[src/rtl/ham_sequencer.sv]
// Two-port arbitrated population counter: one 8-bit HAM block is time-shared
// across the four byte slices of a captured 32-bit operand.

module ham (
    input  logic [7:0] in_i,
    output logic [3:0] ones_o
);
    always_comb begin
        ones_o = '0;
        for (int i = 0; i < 8; i++) begin
            ones_o = ones_o + 4'(in_i[i]);
        end
    end
endmodule

module ham_sequencer (
    input  logic        clk,
    input  logic        rst,
    input  logic        req0,
    input  logic [31:0] a0,
    input  logic        req1,
    input  logic [31:0] a1,
    output logic        gnt0,
    output logic        gnt1,
    output logic        busy,
    output logic        done,
    output logic [5:0]  result,
    output logic        owner
);
    localparam int unsigned OP_W    = 32;
    localparam int unsigned SLICE_W = 8;
    localparam int unsigned ACC_W   = 6;
    localparam int unsigned CNT_W   = 2;

    typedef enum logic [1:0] {
        IDLE = 2'd0,
        RUN  = 2'd1,
        DONE = 2'd2
    } state_t;

    state_t             state_q;
    logic [OP_W-1:0]    shreg_q;
    logic [ACC_W-1:0]   acc_q;
    logic [CNT_W-1:0]   cnt_q;
    logic               own_q;
    logic               last_q;
    logic               busy_q;
    logic               done_q;
    logic [ACC_W-1:0]   result_q;
    logic               owner_q;

    logic               idle_c;
    logic               gnt0_c;
    logic               gnt1_c;
    logic [3:0]         slice_ones;
    logic [ACC_W-1:0]   acc_d;

    // Tie goes to the port that was not granted last; grants never overlap.
    assign idle_c = (state_q == IDLE) && !rst;
    assign gnt1_c = idle_c && req1 && (!req0 || !last_q);
    assign gnt0_c = idle_c && req0 && !gnt1_c;

    ham u_ham (
        .in_i   (shreg_q[SLICE_W-1:0]),
        .ones_o (slice_ones)
    );

    assign acc_d = acc_q + ACC_W'(slice_ones);

    always_ff @(posedge clk) begin
        if (rst) begin
            state_q  <= IDLE;
            shreg_q  <= '0;
            acc_q    <= '0;
            cnt_q    <= '0;
            own_q    <= 1'b0;
            last_q   <= 1'b1;
            busy_q   <= 1'b0;
            done_q   <= 1'b0;
            result_q <= '0;
            owner_q  <= 1'b0;
        end else begin
            case (state_q)
                IDLE: begin
                    if (gnt0_c || gnt1_c) begin
                        shreg_q <= gnt1_c ? a1 : a0;
                        own_q   <= gnt1_c;
                        last_q  <= gnt1_c;
                        acc_q   <= '0;
                        cnt_q   <= '0;
                        busy_q  <= 1'b1;
                        state_q <= RUN;
                    end
                end
                RUN: begin
                    acc_q   <= acc_d;
                    shreg_q <= shreg_q >> SLICE_W;
                    cnt_q   <= cnt_q + CNT_W'(1);
                    if (cnt_q == CNT_W'(3)) begin
                        result_q <= acc_d;
                        owner_q  <= own_q;
                        done_q   <= 1'b1;
                        state_q  <= DONE;
                    end
                end
                DONE: begin
                    done_q  <= 1'b0;
                    busy_q  <= 1'b0;
                    state_q <= IDLE;
                end
                default: begin
                    done_q  <= 1'b0;
                    busy_q  <= 1'b0;
                    state_q <= IDLE;
                end
            endcase
        end
    end

    assign gnt0   = gnt0_c;
    assign gnt1   = gnt1_c;
    assign busy   = busy_q;
    assign done   = done_q;
    assign result = result_q;
    assign owner  = owner_q;

endmodule

[config.mk]
export PLATFORM = sky130hd
export DESIGN_NAME = ham_sequencer
export DESIGN_NICKNAME = d
export VERILOG_FILES = /design/src/rtl/ham_sequencer.sv
export SDC_FILE = /design/constraint.sdc
export NUM_CORES = 1
export LEC_CHECK = 0
export CORE_MARGIN = 2
export CORE_UTILIZATION = 45
export DETAILED_ROUTE_END_ITERATION = 8
export PLACE_DENSITY = 0.8
export SYNTH_ARGS = -nofsm -noshare
export SYNTH_HDL_FRONTEND = slang
export SYNTH_SLANG_ARGS = --single-unit
[constraint.sdc]
create_clock -name clk -period 4.2 [get_ports clk]
set_input_delay 0.84 -clock clk [delete_from_list [all_inputs] [get_ports clk]]
set_output_delay 0.84 -clock clk [all_outputs]
set_load 0.02 [all_outputs]
==> qor.txt <==
Pin count of the biggest net entering global routing: 47
Synth Cell Area: 2714 µm²
Synth cell types: 41
Hold path cells: 2
WS Path Type: flip-flop to flip-flop
Post-synthesis register bit count: 53
Ys flop type: dfxtp_1
Static leakage: 1.278 nW
Startpoint Class: flip-flop
WHS: 0.4569 ns
Sequential Power Share: 0.481
FF-to-FF Start: shreg_q[1]
Syn_area_per_cell: 9.294 µm²
Largest fanout on the critical path: 4
R2r endpoint: result[3]
Row count: 28
Global route overflow: 0
Clock Skew: 0.003987 ns
Fraction of layout cells with a size suffix above 1: 0.03900
Worst reg2reg setup slack: 0.40 ns
Die footprint: 6668 µm²
Combinational power share: 0.271
CP required: 4.40 ns
Internal power: 0.8465 mW
Setup bufs post-CTS: 0
GR Util All Layers: 0.1981
CP peak stage delay: 0.54 ns
Final setup vio count: 0
Number of port buffers: 78
First-pass GRT wire length: 10190 µm
Final core occ: 0.6080
Setup crit end kind: flip-flop
R2R cell count: 12
Wirelength per Cell: 14.30 µm
CTS Buf Count: 5
Fmax: 0.2631 GHz
Vias/cell: 5.541
Final TNS setup: 0 ns
Net Count, Synth: 373
Antenna-violating nets left: 0
CP max-delay cell: fa_1
Post-synth ARST share: 0
Die W: 81.66 µm
Area after DPL: 3482 µm²
Vias: 2405
Number of global-route vias before repair: 2163
Switching part of the total: 0.2985
Diode count: 0
PD cells: 337.2 nW/µm²
Slew Viols, Final: 0
RD Place Congestion: 0.8172
Later-pin clock latency in the skew report: 0.30 ns
Final #Nets: 439
Post-synthesis cell count: 292
Max-Cap Viols: 0
Final min period: 3.801 ns
CP cell instances: ha_1 > inv_1 > fa_1 > fa_1 > fa_1 > fa_1 > inv_1 > ha_1 > a21o_1 > a21oi_1 > nor4_1 > a311o_1
Hold Vio Cnt, Final: 0
Bufs and invs on worst path: 2
Hold-fix buffers at CTS: 0
Die Height: 81.66 µm
Clock power frac: 0.248
Worst hold path endpoint: owner
Switching power: 0.3603 mW
Outcome: finished clean
HPWL after detailed placement: 4700 µm
Post-Route WL: 6205 µm
CP arrival: 4.00 ns
Measured slew at the worst slew-check pin: 1.019 ns
Io pins: 79
Filler cells: 522
Initial antenna violation count: 0
Max VDD drop: 176.0 µV
Core area: 5886 µm²
Largest delay contributor family on the critical path: adder cells
Crit share post-route: 0.9051
Post-CTS sizing: 0
CTS sink count: 53
DRC errors left: 0
Drt first pass iters: 4
Yosys warns: 0
CTS Root Buffer Type: clkbuf_8
CTS tree: built
Detailed router's first-iteration violation count: 140
Design area: 3578 µm²
Clock transition at path regs: 0.09 ns
Hold_sp: owner
Starting density of the core: 0.4611
Worst hold path type: flip-flop to flip-flop
Final Power: 1.207 mW
H-tree depth: 2
Number of flops mapped to enable cells by yosys: 0
Crit-path most repeated cell: fa_1
Slew margin rel.: 0.3181
Synth-to-layout area growth: 31.86%
RSZ-0062 raised after global routing: no
Sequential fraction of the synthesis area: 0.3910
Max Root-Sink Buffers: 2
-- worst max path at each step --
stage | depth (start not counted) | from | endpoint
floorplan | 12 | shreg_q[0] | result[3]
global placement | 12 | shreg_q[0] | result[3]
detailed placement | 12 | shreg_q[1] | result[3]
CTS | 12 | shreg_q[1] | result[3]
global route | 12 | shreg_q[0] | acc_q[5]
finish | 12 | shreg_q[1] | result[3]
-- tightest hold or removal path, stage by stage (launching register included) --
cell and delay (ns):
dfxtp_1 0.32, nand2_1 0.05, a21oi_1 0.05
-- state kept, by name, indices dropped and copies added, names as in the netlist, 2 cells and up --
| register | flops |
|---|---|
| acc_q | 6 |
| cnt_q | 2 |
| result | 6 |
| shreg_q | 32 |
| state_q | 2 |
-- synthesized netlist by cell type (all sizes together), types with 4 or more instances --
cell type | number | area share
dfxtp | 53 | 0.39
mux2i | 33 | 0.12
nand2 | 22 | 0.030
a21oi | 20 | 0.037
a22oi | 19 | 0.053
o21ai | 16 | 0.030
inv | 15 | 0.021
nor2 | 13 | 0.018
clkbuf | 12 | 0.017
a211oi | 9 | 0.025
buf | 9 | 0.029
ha | 8 | 0.037
o221ai | 6 | 0.019
fa | 5 | 0.037
nand2b | 5 | 0.012
o22ai | 5 | 0.012
nor3 | 4 | 0.012
-- cell usage in the layout, fill, tap and decap left out, types with 3 or more instances in the layout --
cell,netlist,layout
o221ai_1,6,6
ha_1,8,8
dfxtp_1,53,53
inv_1,15,15
o22ai_1,5,5
nor4_1,3,3
mux2i_1,33,33
nand3b_1,3,3
clkdlybuf4s50_1,0,78
nor3_1,3,3
o21ai_0,16,16
clkbuf_8,0,6
a21oi_1,20,20
a211oi_1,9,9
nand2b_1,5,5
nand3_1,3,3
a22oi_1,19,19
nor2_1,13,13
nand2_1,22,22
fa_1,5,5
nor2b_1,3,3
-- routing by layer --
layer / track usage / wire length (µm) / vias to the layer above
met5: 0 / 0 / -
li1: - / - / 1201
met2: 0.3270 / 3060 / 90
met1: 0.2569 / 2666 / 1108
met3: 0.04725 / 395 / 6
met4: 0.06167 / 82 / 0
-- through the flow --
step                instances  worst slack [ns]
global placement          426            0.4796
finish                    434            0.3987
floorplan                 292            0.5795
CTS                       434            0.4109
global route              434            0.2126
detailed placement        426            0.4263
-- power groups by stage --
stage               sequential, mW  clock, mW  combinational (mW)
finish                       0.581      0.299               0.327
global route                 0.586      0.320               0.373
CTS                          0.581      0.305               0.331
detailed placement           0.592          0               0.329
global placement             0.590          0               0.318
floorplan                    0.584          0               0.218
-- cell type report --
type / count / area [µm²] / area share
clock buffers: 6 / 82.58 / 0.02308
clock inverters: 2 / 13.76 / 0.003846
inverters: 15 / 56.30 / 0.01573
multi-input cells: 203 / 1475 / 0.4122
flip-flops and latches: 53 / 1061 / 0.2965
well taps: 75 / 93.84 / 0.02622
repair buffers: 80 / 795.8 / 0.2224
-- cells by family after synthesis --
kind of cell,Yosys count,synth area share
XOR/XNOR,2,0.006456
AO/OA/AOI/OAI,89,0.2167
multiplexers,33,0.1217
adder cells (fa/ha/maj),13,0.07377
flip-flops,53,0.3910
AND/OR/NAND/NOR,66,0.1245
buffers and inverters,36,0.06592
No activity file was read; power rests on OpenSTA's default activity.
